**config.mk**
```make
export PLATFORM = sky130hd
export DESIGN_NAME = stream_pkt_fifo
export DESIGN_NICKNAME = d
export VERILOG_FILES = /design/src/rtl/stream_pkt_fifo.sv
export SDC_FILE = /design/constraint.sdc
export NUM_CORES = 1
export LEC_CHECK = 0
export BUFFER_PORTS_ARGS = -buffer_cell sky130_fd_sc_hd__clkbuf_2
export CORE_UTILIZATION = 41
export CTS_CLUSTER_DIAMETER = 120
export CTS_CLUSTER_SIZE = 28
export DETAILED_ROUTE_END_ITERATION = 8
export PLACE_DENSITY = 0.56
export SYNTH_ARGS = -nofsm -noshare
export SYNTH_HDL_FRONTEND = slang
export SYNTH_SLANG_ARGS = --single-unit
```
**constraint.sdc**
```tcl
create_clock -name clk -period 6.3 [get_ports clk]
set_clock_uncertainty 0.05 [all_clocks]
set_input_delay 0.315 -clock clk [delete_from_list [all_inputs] [get_ports clk]]
set_output_delay 0.315 -clock clk [all_outputs]
set_load 0.02 [all_outputs]
```
**src/rtl/stream_pkt_fifo.sv**
```systemverilog
// Packet-aware stream FIFO: store-and-forward output with cut-through when full,
// plus per-packet byte/beat length reporting on the input side.
module stream_pkt_fifo #(
  parameter int DEPTH = 16,
  parameter int DW    = 16,
  parameter int KW    = 8
) (
  input  logic                     clk,
  input  logic                     arst,
  input  logic [DW-1:0]            s_data,
  input  logic                     s_valid,
  input  logic                     s_last,
  input  logic [KW-1:0]            s_keep,
  output logic                     s_ready,
  output logic [DW-1:0]            m_data,
  output logic                     m_valid,
  output logic                     m_last,
  output logic [KW-1:0]            m_keep,
  input  logic                     m_ready,
  output logic                     len_valid,
  output logic [15:0]              len_bytes,
  output logic [7:0]               len_beats,
  output logic [$clog2(DEPTH):0]   level,
  output logic [$clog2(DEPTH):0]   pkt_count
);

  localparam int AW = $clog2(DEPTH);
  localparam int LW = AW + 1;
  localparam logic [LW-1:0] FULL_LEVEL = LW'(DEPTH);

  localparam logic [0:0] IDLE = 1'b0;
  localparam logic [0:0] SEND = 1'b1;

  if (DEPTH < 4 || DEPTH > 64 || (DEPTH & (DEPTH - 1)) != 0) begin : g_depth_check
    $error("stream_pkt_fifo: DEPTH must be a power of two in 4..64");
  end

  typedef struct packed {
    logic          last;
    logic [KW-1:0] keep;
    logic [DW-1:0] data;
  } entry_t;

  entry_t         mem [DEPTH];
  entry_t         head;
  logic [AW-1:0]  wr_ptr;
  logic [AW-1:0]  rd_ptr;
  logic [0:0]     state;
  logic [15:0]    acc_bytes;
  logic [7:0]     acc_beats;
  logic           wr_en;
  logic           rd_en;
  logic           wr_last;
  logic           rd_last;
  logic [16:0]    bytes_sum;
  logic [8:0]     beats_sum;
  logic [15:0]    bytes_next;
  logic [7:0]     beats_next;

  // A read in the same cycle never frees a slot for a write when full.
  assign s_ready = arst && (level != FULL_LEVEL);
  assign wr_en   = s_valid && s_ready;

  assign head    = mem[rd_ptr];
  assign m_valid = arst && (state == SEND) && (level != '0);
  assign rd_en   = m_valid && m_ready;
  assign m_data  = head.data;
  assign m_keep  = head.keep;
  assign m_last  = m_valid && head.last;

  assign wr_last = wr_en && s_last;
  assign rd_last = rd_en && head.last;

  assign bytes_sum  = {1'b0, acc_bytes} + 17'(s_keep);
  assign beats_sum  = {1'b0, acc_beats} + 9'd1;
  assign bytes_next = bytes_sum[16] ? 16'hFFFF : bytes_sum[15:0];
  assign beats_next = beats_sum[8]  ? 8'hFF    : beats_sum[7:0];

  // NOTE: the storage array has no reset; clearing the pointers and level is
  // enough to discard its contents, and leaving it unreset lets it map to RAM.
  always_ff @(posedge clk) begin
    if (wr_en) begin
      mem[wr_ptr] <= '{last: s_last, keep: s_keep, data: s_data};
    end
  end

  // NOTE: every register here uses non-blocking assignment so all updates see
  // the pre-edge values of level, pkt_count and the accumulators.
  always_ff @(posedge clk) begin
    if (!arst) begin
      wr_ptr    <= '0;
      rd_ptr    <= '0;
      level     <= '0;
      pkt_count <= '0;
      state     <= IDLE;
      acc_bytes <= '0;
      acc_beats <= '0;
      len_valid <= 1'b0;
      len_bytes <= '0;
      len_beats <= '0;
    end else begin
      if (wr_en) wr_ptr <= wr_ptr + AW'(1);
      if (rd_en) rd_ptr <= rd_ptr + AW'(1);

      case ({wr_en, rd_en})
        2'b10:   level <= level + LW'(1);
        2'b01:   level <= level - LW'(1);
        default: level <= level;
      endcase

      case ({wr_last, rd_last})
        2'b10:   pkt_count <= pkt_count + LW'(1);
        2'b01:   pkt_count <= pkt_count - LW'(1);
        default: pkt_count <= pkt_count;
      endcase

      // Full FIFO without a complete packet starts cut-through forwarding.
      case (state)
        IDLE:    if (pkt_count != '0 || level == FULL_LEVEL) state <= SEND;
        SEND:    if (rd_last) state <= IDLE;
        default: state <= IDLE;
      endcase

      len_valid <= wr_last;
      if (wr_en) begin
        if (s_last) begin
          len_bytes <= bytes_next;
          len_beats <= beats_next;
          acc_bytes <= '0;
          acc_beats <= '0;
        end else begin
          acc_bytes <= bytes_next;
          acc_beats <= beats_next;
        end
      end
    end
  end

endmodule
```
== After elaboration in Yosys (flattened, before gate mapping) ==
Memory sizes are Yosys's and may differ from the RTL's. A register that Yosys moved wholly into a read port is not among the register bits.
Cells that the tools add are included.
Operators by class
  shift-type cells: 0
  add/subtract/negate cells: 8
  muxes and demuxes: 13
  div/mod/pow operators: 0
  equality and inequality tests: 6
  $mul: 0
  bitwise logic cells: 1
  $lt $le $gt $ge: 0
  reductions and logical operators: 14
Operators by type and width (number)
  2-to-1 mux 16 bit: 2
  case mux 5 bit (2 select lines): 2
  adder 16 x 8 -> 17 bit: 1
  2-to-1 mux 8 bit: 2
  adder 5 x 1 -> 5 bit (second input constant): 2
  nonzero test 5 bit: 2
  subtractor 5 x 1 -> 5 bit (second input constant): 2
  adder 8 x 1 -> 9 bit (second input constant): 1
  adder 4 x 1 -> 4 bit (second input constant): 2
  logical AND 1 bit: 8
  2-to-1 mux 4 bit: 2
  equality test 5 bit (second input constant): 1
  inequality test 5 bit (second input constant): 1
  equality test 2 x 1 -> 1 bit (second input constant): 2
  equality test 2 bit (second input constant): 2
  2-to-1 mux 1 bit: 4
  nonzero test 2 bit: 2
  case mux 1 bit (2 select lines): 1
  AND reduction 2 bit: 1
  logical OR 1 bit: 1
  inverter 1 bit: 1
Storage, ports and cells
  logic and storage cells: 53
  input bits: 29
  register bits after elaboration: 68
  output and inout port bits: 62
  bits in latches: 0
  memory bits (read-only): 0
  bits in writable memories: 400
  memories: 1
Memory list
  mem: depth 16, bits a word 25, read ports 1, clocked after memory_dff 1, write ports 1, RTL line 44  | entry_t mem [DEPTH];

== Depth between registers and ports, before layout ==
Gate-level depths: netlist of run 1.
  depth in word-level cells: 6
  depth in mapped cells: 17
  depth with buffers taken out: 13

== Worst setup path before layout of run 1 ==
OpenSTA, ideal clock, no wires.
  kind: register to register
  start: register level[0]
  end: memory mem[0][0] in the netlist's numbering, enable pin
  stages on the path, launching flop included: 6
  path slack: 2.531 ns
  required time: 5.812 ns
  clock period less this slack: 3.769 ns
  arrival: 3.281 ns
  path buffers: 1
  library setup time: 0.438 ns
  cells stage by stage: dfxtp_1 nor4_2 a211oi_2 clkbuf_1 nand2_1 nor3_1
On the way
  cells in the longest elaborated chain, start to end: 5
Ends and longest elaborated chain
  from (decl): RTL line 23  | output logic [$clog2(DEPTH):0] level,
  from (signal assigned): RTL line 106  | 2'b10: level <= level + LW'(1);
  from (signal assigned): RTL line 107  | 2'b01: level <= level - LW'(1);
  from (signal assigned): RTL line 108  | default: level <= level;
  inequality test 5 bit: RTL line 61  | assign s_ready = arst && (level != FULL_LEVEL);
  logical AND 1 bit: RTL line 61
  logical AND 1 bit: RTL line 62  | assign wr_en = s_valid && s_ready;
  2-to-1 mux 1 bit: RTL line 82  | if (wr_en) begin
  2-to-1 mux 1 bit (implied by the code): RTL line 83  | mem[wr_ptr] <= '{last: s_last, keep: s_keep, data: s_data};
  to (decl): RTL line 44
Every way passes these cells.

==> key figures, run 1 <==
Run status
  • Outcome: complete, no violations

Detailed routing
  • Routed length on met2: around 19000 um
  • Via density: ~5.5
  • Final ANT Viol Nets: 0
  • Initial drt markers: 695
  • WL met3: between 1500 and 2000 um
  • Remaining DRCs: 0
  • Pre-Repair DR Iteration Count: 5
  • Via count: between 9000 and 10000
  • Post-Route WL: 39500 um
  • Met1 WL: 18200 um
  • Wire length per cell: around 23 um
  • DR top layer: met4

Global routing
  • Global-route wire length before repair: between 60000 and 70000 um
  • Initial antenna violation count: 1
  • All-Layer GR Usage: 17.2%
  • Total grt overflow: 0
  • Pin count of the biggest net entering global routing: 54
  • Vias in the first global route: about 9400

Clock tree
  • Clock buffer depth: 3
  • Setup Fix Bufs, Post-CTS: 0
  • Post_cts resized: 0
  • CTS Root Cell: clkbuf_16
  • CTS Buf Count: 20
  • Num Clock Sinks: ~470
  • Clock slew at reported path FFs: 110 ps
  • CTS tree: done
  • CTS hold repair buffers: 0
  • Clock latency on the worst-skew pair: approximately 540 ps
  • H-tree depth: 1

Timing
  • Max Clock Freq: 224 MHz
  • Final Hold Vio Count: 0
  • Worst hold slack: roughly 98 ps
  • Least-Margin Pin Slew: 1210 ps
  • Slew Viols, Final: 0
  • Sum Neg Setup Slack: 0 ps
  • Slew headroom: 19.4%
  • Final min period: 4470 ps
  • Setup repair after global routing missed its margin: no
  • Final worst-path cycle share: slightly above 70%
  • Final setup viols: 0

Worst setup path
  • CP Capture Type: output pin
  • R2R setup slack: 2390 ps
  • CP max FO: between 40 and 50
  • Critical Path RT: around 5900 ps
  • Setup Crit Path Kind: reg -> out
  • Worst EP arrival: 4110 ps
  • Critical path startpoint category: flop

Min path
  • Hold Path Class: in -> reg
  • Min-delay src: m_ready

Synth
  • Post-synth cell types: 60
  • Synth Net Count: 1057
  • Post-Synthesis Cells: ~1000
  • Number of synthesized flops with an enable pin: 400
  • Post-synth top flop: edfxtp_1
  • Post-Syn Area: 18700 um2
  • Mean post-synth cell area: 18.6 um2
  • Sequential area share after synthesis: between 70 and 80%
  • Yosys Warn Count: 0
  • Yosys reg bits: around 470
  • Async SR Flop Fraction: 0%

Floorplanning
  • Die height: about 220 um
  • Io pins: 91
  • DIE WIDTH: ~220 um
  • Core Region: between 40000 and 50000 um2
  • Die area: about 46000 um2
  • Row count: 77
  • Initial Utilization: between 40% and 50%

Power
  • Net Sw Power: 1090 uW
  • Worst vdd ir: 0.144 mV
  • Pwr Density: about 260 nW/um2
  • Sw frac: approximately 21%
  • Comb power frac: between 4 and 5%
  • Clock group share of total power: 30.1%
  • Leak: between 0.006 and 0.007 uW
  • Pwr Total: roughly 5200 uW
  • Internal power consumption: around 4200 uW
  • Seq pwr share: approximately 65%

Placement
  • Routability cong.: just over 0.8
  • Hpwl dp: 22500 um
  • Port Buffer Count: 90

Cells and area
  • ANT cells: 0
  • Area delta synth->final: 9.81%
  • Layout cells sized above 1: about a quarter
  • Final net count: 1134

Run
  • Max Cap Viol: 0
-- metrics by stage --
stage,setup slack [ps],cells,util [%],area [um2]
3_5_place_dp,2070,1652,44.7,19900
5_1_grt,1470,1688,46.0,20500
6_report,1830,1688,46.0,20500
2_1_floorplan,2530,1005,-,18700
4_1_cts,1650,1688,46.0,20500
3_3_place_gp,2120,1652,44.7,19900
-- power groups by stage --
stage	combinational (uW)	clock, uW	sequential, uW
floorplan	136	0	3500
global placement	239	0	3500
detailed placement	242	0	3500
CTS	243	1640	3430
global route	264	1730	3430
finish	239	1580	3430
-- routing by layer --
metal	GRT usage (%)	vias to the layer above
li1	-	4187
met1	25.4	4885
met2	28.3	189
met3	1.81	29
met4	2.41	0
met5	0	-
-- final cells by class --
type                    count  area, um2
clock buffers              36        603
fillers                  3837      24000
inverters                  13       48.8
multi-input cells         466       5040
flip-flops and latches    472      13500
well taps                 592        741
repair buffers            109        593
-- synth_stat cells, drive strengths merged (2+ instances only) --
master	number	area, um2
a211oi	14	110
a21boi	2	15.0
a21o	8	60.1
a21oi	36	180
a22o	2	17.5
a311oi	7	67.6
a31oi	6	37.5
and2	6	37.5
and3	4	30.0
buf	25	118
clkbuf	29	109
dfxtp	72	1440
edfxtp	400	12000
fa	2	40.0
ha	21	263
inv	12	45.0
mux2i	4	40.0
mux4	125	2820
nand2	37	139
nand2b	3	18.8
nand3	13	65.1
nand4	6	37.5
nor2	68	255
nor2b	4	25.0
nor3	13	65.1
nor4	2	18.8
o21a	2	15.0
o21ai	32	160
o221a	2	22.5
o31ai	3	22.5
or3	3	18.8
xnor2	11	96.3
xor2	14	123
-- path summary, 6_finish.rpt --
kind	to	cells after the start
worst max-delay path	m_data[5]	5
worst min-delay path	state$_SDFF_PN0_	3
worst max register to register	pkt_count[4]$_SDFFE_PN0P_	12
worst min register to register	acc_bytes[5]$_SDFFE_PN0P_	2
-- critical path, cell delays in order (launching register included) --
cell and delay, ps:
dfxtp_4 710, buf_4 690, buf_4 780, mux4_2 600, mux4_2 520, clkbuf_2 180
-- kinds of logic after synthesis --
group / after synthesis / synth area share [%]
flip-flops: 472 / 72.1
XOR/XNOR: 25 / 1.17
adder cells (fa/ha/maj): 23 / 1.62
AO/OA/AOI/OAI: 125 / 4.29
multiplexers: 129 / 15.3
buffers and inverters: 67 / 1.48
AND/OR/NAND/NOR: 164 / 4.03
-- registers in the layout (all words and copies together), names as in the netlist, named ones only --
signal     count
wr_ptr         4
level          5
rd_ptr         4
state          1
mem          400
len_beats      8
len_valid      1
acc_bytes     16
pkt_count      5
acc_beats      8
len_bytes     16
-- cell usage in the layout (no fill, tap or decap), types with 13 or more instances in the layout --
| cell type | instances |
|---|---|
| xor2_1 | 14 |
| ha_1 | 21 |
| o21ai_1 | 21 |
| clkbuf_1 | 14 |
| mux4_2 | 125 |
| nor2_1 | 56 |
| a21oi_1 | 36 |
| clkbuf_16 | 22 |
| edfxtp_1 | 400 |
| clkbuf_2 | 90 |
| nand2_1 | 37 |
| dfxtp_1 | 68 |
| a211oi_1 | 13 |
| nand3_1 | 13 |
| buf_4 | 19 |
Note: power is estimated with default switching activity, not from simulation.
==> inputs of run 2 (changes only) <==
--- a/config.mk
+++ b/config.mk
@@ -5,12 +5,13 @@
 export SDC_FILE = /design/constraint.sdc
 export NUM_CORES = 1
 export LEC_CHECK = 0
+export ABC_AREA = 1
 export BUFFER_PORTS_ARGS = -buffer_cell sky130_fd_sc_hd__clkbuf_2
 export CORE_UTILIZATION = 41
 export CTS_CLUSTER_DIAMETER = 120
 export CTS_CLUSTER_SIZE = 28
 export DETAILED_ROUTE_END_ITERATION = 8
-export PLACE_DENSITY = 0.56
+export PLACE_DENSITY = 0.58
 export SYNTH_ARGS = -nofsm -noshare
 export SYNTH_HDL_FRONTEND = slang
 export SYNTH_SLANG_ARGS = --single-unit
==> constraint.sdc (replaced) <==
create_clock -name clk -period 3.7 [get_ports clk]
set_clock_uncertainty 0.05 [all_clocks]
set_input_delay 0.185 -clock clk [delete_from_list [all_inputs] [get_ports clk]]
set_output_delay 0.185 -clock clk [all_outputs]
set_load 0.02 [all_outputs]
==> run 2 against run 1 <==
Against the previous run: critical path depth is 3 higher; sequential cell count stayed put; utilization is 0.63 points lower; total power is 75% higher; die area is 3.8% higher; global-route usage is 2.4 points higher; first-iteration DRC count is 48% higher; design area is 3.2% higher; clock power is 71% higher; wire length is 18% higher; critical endpoint is now m_keep[3]; synthesized area is 3.9% higher.
==> key figures, run 2 <==
Clock tree
  • Clock latency on the worst-skew pair: 560 ps (was 540 ps)
  • Clock slew at reported path FFs: 110 ps (about the same)
  • CTS Root Cell: clkbuf_16 (unchanged)
  • Setup Fix Bufs, Post-CTS: 0 (unchanged)
  • H-tree depth: 1 (unchanged)
  • CTS tree: done (unchanged)
  • CTS Buf Count: 20 (unchanged)
  • Clock buffer depth: 3 (unchanged)
  • Num Clock Sinks: 472 (unchanged)

Floorplanning
  • Row count: 79 (was 77)
  • Die height: 219 um (was 215 um)
  • Initial Utilization: 41.6% (was 41.9%)
  • DIE WIDTH: 219 um (was 215 um)
  • Die area: 48100 um2 (was 46400 um2)
  • Io pins: 91 (unchanged)
  • Core Region: 46600 um2 (was 44500 um2)

Detailed routing
  • Via count: 12600 (was 9290)
  • Post-Route WL: 46800 um (was 39500 um)
  • Remaining DRCs: 0 (unchanged)
  • Wire length per cell: 20.3 um (was 23.4 um)
  • Pre-Repair DR Iteration Count: 5 (unchanged)
  • Initial drt markers: 1027 (was 695)
  • Final ANT Viol Nets: 0 (unchanged)
  • Via density: 5.49 (was 5.50)

Cells and area
  • Layout cells sized above 1: 11.5% (was 26.2%)
  • Max reg flops: 400 (unchanged)
  • Utilization after layout: 45.4% (was 46.0%)
  • Area delta synth->final: 9.06% (was 9.81%)
  • Most frequent cells in the layout: edfxtp_1 (400), nor2_1 (244), o21ai_0 (224) (was edfxtp_1 (400), mux4_2 (125), clkbuf_2 (90))
  • Commonest non-fill, non-tap cell in the layout: edfxtp_1 (unchanged)
  • Biggest register: mem (unchanged)
  • Design Area, Final: 21100 um2 (was 20500 um2)
  • Largest registers: mem: 400 flops, acc_bytes: 16 flops, len_bytes: 16 flops (unchanged)
  • ANT cells: 0 (unchanged)
  • Fillers: 4251 (was 3837)
  • Final net count: 1731 (was 1134)

Synth
  • Sequential area share after synthesis: 69.4% (was 72.1%)
  • Count leader, synth: edfxtp_1 (unchanged)
  • Yosys reg bits: 472 (unchanged)
  • Post-synth cell types: 45 (was 60)
  • Post-Synthesis Cells: 1628 (was 1005)
  • Synth top cells by count: edfxtp_1 (400), nor2_1 (260), o21ai_0 (224), nand2_1 (159), o221ai_1 (80) (was edfxtp_1 (400), mux4_2 (125), dfxtp_1 (72), nor2_1 (68), nand2_1 (37))
  • Async SR Flop Fraction: 0% (unchanged)
  • Post-synth top area share: 62.0% (was 64.4%)
  • Post-Syn Area: 19400 um2 (was 18700 um2)
  • Post-synth top flop: edfxtp_1 (unchanged)
  • Number of synthesized flops with an enable pin: 400 (unchanged)
  • Synth Net Count: 1680 (was 1057)
  • Mean post-synth cell area: 11.9 um2 (was 18.6 um2)
  • Ranking of synthesized cells by area: edfxtp_1 (62%), dfxtp_1 (7.4%), o21ai_0 (5.8%), nor2_1 (5.0%), o221ai_1 (3.6%) (was edfxtp_1 (64%), mux4_2 (15%), dfxtp_1 (7.7%), ha_1 (1.4%), nor2_1 (1.4%))
  • Yosys Warn Count: 0 (unchanged)
  • Area leader, netlist: edfxtp_1 (unchanged)

Global routing
  • Pin count of the biggest net entering global routing: 82 (was 54)
  • Met1 Track Usage GR: 27.4% (was 25.4%)
  • Routing usage on met3: 2.45% (was 1.81%)
  • Total grt overflow: 0 (unchanged)
  • Vias in the first global route: 12300 (was 9399)
  • All-Layer GR Usage: 19.6% (was 17.2%)
  • Gr busiest metal: met2 (unchanged)
  • Global-route wire length before repair: 72300 um (was 60100 um)
  • GR Layer Usage met2: 33.0% (was 28.3%)
  • Initial antenna violation count: 0 (was 1)

Worst setup path
  • CP Capture Type: output pin (unchanged)
  • Setup Crit Path Kind: reg -> out (unchanged)
  • CP max FO: 72 (was 41)
  • Critical Path RT: 3460 ps (was 5930 ps)
  • Worst EP arrival: 3090 ps (was 4110 ps)
  • Critical path startpoint category: flop (unchanged)

Placement
  • Port Buffer Count: 90 (unchanged)
  • Place WS: 500 ps (was 2070 ps)
  • Hpwl dp: 27200 um (was 22500 um)
  • Routability cong.: 0.821 (was 0.828)
  • Placement-stage cell area: 20500 um2 (was 19900 um2)

Timing
  • Final setup viols: 0 (unchanged)
  • Setup repair after global routing missed its margin: no (unchanged)
  • Final min period: 3330 ps
  • Final Hold Vio Count: 0 (unchanged)
  • Least-Margin Pin Slew: 1110 ps (was 1210 ps)
  • Worst setup margin: 370 ps (was 1830 ps)
  • Slew Viols, Final: 0 (unchanged)
  • Slew headroom: 26.1% (was 19.4%)
  • Sum Neg Setup Slack: 0 ps (unchanged)
  • Worst hold slack: 16.7 ps (was 98.2 ps)
  • Max Clock Freq: about 300 MHz
  • Final worst-path cycle share: about nine tenths

Power
  • Leak: 0.00740 uW (was 0.00645 uW)
  • Worst vdd ir: 0.288 mV (was 0.144 mV)
  • Pwr Density: 433 nW/um2 (was 256 nW/um2)

Run status
  • Outcome: complete, no violations (unchanged)

Min path
  • Hold Path Class: in -> reg (unchanged)

Run
  • Max Cap Viol: 0 (unchanged)
==> run 2: where the power goes <==
group / leakage (uW) / internal [uW] / switching (uW)
Clock: 0.000288 / 1130 / 1570
Sequential: 0.00419 / 5810 / 35.8
Combinational: 0.00293 / 169 / 434
Total: 0.00740 / 7110 / 2040
==> run 2: cells by family after synthesis <==
family                     Yosys count  synth area share (%)
AOI/OAI and AO/OA                  422                  13.1
xor gates and xnor gates            10                 0.452
adders and majority gates           23                  1.56
buffers and inverters              178                  4.10
DFF                                472                  69.4
and+or+nand+nor                    523                  11.3
==> run 2: through the flow <==
stage / power [uW] / cells
after floorplan: 6340 / 1628
after global placement: 6570 / 2259
after detailed placement: 6580 / 2259
after CTS: 9230 / 2300
after global routing: 9450 / 2300
final: 9150 / 2300
==> run 2: path summary, 6_finish.rpt <==
check,from,endpoint,slack (ps),cells past startpoint
max reg2reg,flop,pkt_count[4]$_SDFFE_PN0P_,460,17
min reg2reg,acc_bytes[4]$_SDFFE_PN0P_,acc_bytes[4]$_SDFFE_PN0P_,430,2
max,flop,m_keep[3],370,8
min,s_data[10],mem[10][10]$_DFFE_PP_,20,1
==> run 2: final cells by class <==
type	instances	area, um2	area share (%)
Inverter	78	295	1.40
Multi-Input combinational cell	978	5260	24.9
Clock buffer	36	603	2.85
Sequential cell	472	13500	63.7
Timing Repair Buffer	129	767	3.63
Tap cell	607	759	3.59
==> run 2: worst max-delay path, stage by stage (launching register included) <==
cell	delay (ps)
dfxtp_4	470
inv_4	150
buf_4	490
buf_6	500
o21ai_0	150
o221ai_1	260
o211ai_1	120
nand2_1	150
clkbuf_2	190
==> run 2: routing by layer <==
metal  wire length (um)  share of wire [%]
met1              21500                 46
met2              22600                 48
met3               2200                4.7
met4                559                1.2
met5                  0                  0
==> run 2: what timing repair did <==
action,in CTS,in global routing
hold buffers,5,0
setup endpoints to repair,1,9
resized for setup,1,2
endpoints found under the hold margin,61,0
==> inputs of run 3 (changes only) <==
--- a/config.mk
+++ b/config.mk
@@ -7,11 +7,11 @@
 export LEC_CHECK = 0
 export ABC_AREA = 1
 export BUFFER_PORTS_ARGS = -buffer_cell sky130_fd_sc_hd__clkbuf_2
-export CORE_UTILIZATION = 41
+export CORE_UTILIZATION = 51
 export CTS_CLUSTER_DIAMETER = 120
 export CTS_CLUSTER_SIZE = 28
 export DETAILED_ROUTE_END_ITERATION = 8
-export PLACE_DENSITY = 0.58
+export PLACE_DENSITY = 0.7
 export SYNTH_ARGS = -nofsm -noshare
 export SYNTH_HDL_FRONTEND = slang
 export SYNTH_SLANG_ARGS = --single-unit
==> run 3 against run 2 <==
Against the previous run: die area decreased by 19%; register-to-register slack improved by 290 ps; non-clock buffer count fell by 7; count of clock-buffer cells in the layout down 9; combinational power decreased by 0.8%; sequential power hardly changed; hold slack worse by 3.2 ps; worst setup slack improved by 88 ps; first-iteration DRC count rose by 29%; total power decreased by 0.46%; fmax rose by 2.7%; critical path type unchanged; critical endpoint is now m_data[0].
==> key figures, run 3 (synthesis results as in run 2) <==
Run status
  • Outcome: complete, no violations (unchanged)

Worst setup path
  • Setup Crit Path Kind: reg -> out (unchanged)
  • CP Capture Type: output pin (unchanged)
  • CP max FO: 82 (was 72)
  • Worst R2R Path Depth: 17 (unchanged)
  • Critical path startpoint category: flop (unchanged)
  • Reg2Reg Launch Point: level[0]$_SDFFE_PN0P_
  • R2R setup slack: 750 ps (was 460 ps)
  • R2r endpoint: pkt_count[4]$_SDFFE_PN0P_ (unchanged)
  • Critical Path RT: 3460 ps (about the same)
  • Worst EP arrival: 3010 ps (was 3090 ps)

Min path
  • Hold Path Class: in -> reg (unchanged)
  • Min-delay src: s_data[12] (was s_data[10])
  • Worst Hold End: mem[12][12]$_DFFE_PP_ (was mem[10][10]$_DFFE_PP_)
  • Hold depth: 1 (unchanged)

Detailed routing
  • Via density: 5.87 (was 5.49)
  • Final ANT Viol Nets: 0 (unchanged)
  • Post-Route WL: 44400 um (was 46800 um)
  • Wire length per cell: 20.3 um (about the same)
  • Pre-Repair DR Iteration Count: 5 (unchanged)
  • Initial drt markers: 1324 (was 1027)
  • Remaining DRCs: 0 (unchanged)
  • Via count: 12900 (was 12600)

Timing
  • Final min period: 3240 ps (was 3330 ps)
  • Slew headroom: 26.8% (was 26.1%)
  • Final worst-path cycle share: 87.6% (was 90.0%)
  • Sum Neg Setup Slack: 0 ps (unchanged)
  • Final setup viols: 0 (unchanged)
  • Worst hold slack: 13.6 ps (was 16.7 ps)
  • Final Hold Vio Count: 0 (unchanged)
  • Setup repair after global routing missed its margin: no (unchanged)
  • Max Clock Freq: 308 MHz (was 300 MHz)
  • Least-Margin Pin Slew: 1100 ps (was 1110 ps)
  • Slew Viols, Final: 0 (unchanged)
  • Worst setup margin: 458 ps (was 370 ps)

Clock tree
  • CTS Buf Count: 20 (unchanged)
  • H-tree depth: 1 (unchanged)
  • CTS Root Cell: clkbuf_16 (unchanged)
  • Setup Fix Bufs, Post-CTS: 0 (unchanged)
  • Clock latency on the worst-skew pair: 550 ps (was 560 ps)
  • Clock slew at reported path FFs: 110 ps (about the same)
  • CTS tree: done (unchanged)
  • Num Clock Sinks: 472 (unchanged)
  • Clock buffer depth: 3 (unchanged)

Power
  • Pwr Total: 9110 uW (was 9150 uW)
  • Pwr Density: 435 nW/um2 (was 433 nW/um2)
  • Leak: 0.00736 uW (was 0.00740 uW)
  • Worst vdd ir: 0.361 mV (was 0.288 mV)

Global routing
  • Initial antenna violation count: 2 (was 0)
  • Total grt overflow: 0 (unchanged)
  • All-Layer GR Usage: 22.9% (was 19.6%)
  • Global-route wire length before repair: 68700 um (was 72300 um)
  • Pin count of the biggest net entering global routing: 183 (was 82)
  • Vias in the first global route: 12300 (about the same)

Placement
  • Place WS: 765 ps (was 500 ps)
  • Routability cong.: 0.869 (was 0.821)
  • Placement-stage cell area: 20300 um2 (was 20500 um2)
  • Hpwl dp: 25500 um (was 27200 um)
  • Port Buffer Count: 90 (unchanged)

Cells and area
  • Register Area: 13500 um2 (unchanged)
  • Layout cells sized above 1: 11.3% (was 11.5%)
  • Max reg flops: 400 (unchanged)
  • Largest registers: mem: 400 flops, acc_bytes: 16 flops, len_bytes: 16 flops (unchanged)
  • Final net count: 1724 (was 1731)
  • Fillers: 3128 (was 4251)
  • Most frequent cells in the layout: edfxtp_1 (400), nor2_1 (244), o21ai_0 (224) (unchanged)
  • Commonest non-fill, non-tap cell in the layout: edfxtp_1 (unchanged)
  • Biggest register: mem (unchanged)
  • Footprint of the multi-input gates: 5260 um2 (unchanged)
  • Design Area, Final: 20900 um2 (was 21100 um2)
  • Area delta synth->final: 8.06% (was 9.06%)

Floorplanning
  • DIE WIDTH: 197 um (was 219 um)
  • Initial Utilization: 51.7% (was 41.6%)
  • Row count: 71 (was 79)
  • Io pins: 91 (unchanged)
  • Core Region: 37500 um2 (was 46600 um2)
  • Die height: 197 um (was 219 um)
  • Die area: 38800 um2 (was 48100 um2)

Run
  • Max Cap Viol: 0 (unchanged)
## run 3: metrics by stage
step	utilization, %	std cells
2_1_floorplan	-	1628
3_3_place_gp	54.2	2157
3_5_place_dp	54.2	2157
4_1_cts	55.9	2189
5_1_grt	55.9	2190
6_report	55.9	2191
## run 3: how the worst max path moves through the flow
stage / start / endpoint / depth (start not counted)
floorplan: level[1]$_SDFFE_PN0P_ / mem[11][0]$_DFFE_PP_ / 8
CTS: flop / m_data[0] / 7
finish: flop / m_data[0] / 7
detailed placement: level[0]$_SDFFE_PN0P_ / pkt_count[4]$_SDFFE_PN0P_ / 17
global placement: level[0]$_SDFFE_PN0P_ / pkt_count[4]$_SDFFE_PN0P_ / 17
global route: flop / m_data[0] / 7
## run 3: report_power, final
group	total, uW	switching, uW	internal [uW]
clock	2660	1540	1120
sequential	5850	35.9	5810
combinational	598	430	168
## run 3: repair_timing
| item | 4_1_cts | 5_1_grt |
|---|---|---|
| hold endpoints to repair | 36 | 0 |
| hold buffers | 4 | 0 |
| gates resized for setup | 0 | 0 |
## run 3: cell type report
cell class	count	share of cell area [%]
sequential	472	64.3
inverter	78	1.41
tap	511	3.05
multi-input combinational	978	25.1
clock inverter	1	0.143
antenna	2	0.0239
clock buffer	27	2.62
timing repair buffer	122	3.41
## run 3: critical path, cell delays in order (launching register included)
cell and delay [ps]:
dfxtp_2 370, inv_2 270, buf_4 770, o21ai_0 210, o221ai_1 340, o211ai_1 200, nand2_1 100, clkbuf_2 170
## run 3: layer usage
metal | global-route usage, % | routed length (um)
met5 | 0 | 12
met2 | 38.0 | 21000
met3 | 3.56 | 3190
met1 | 31.8 | 19200
met4 | 5.43 | 990
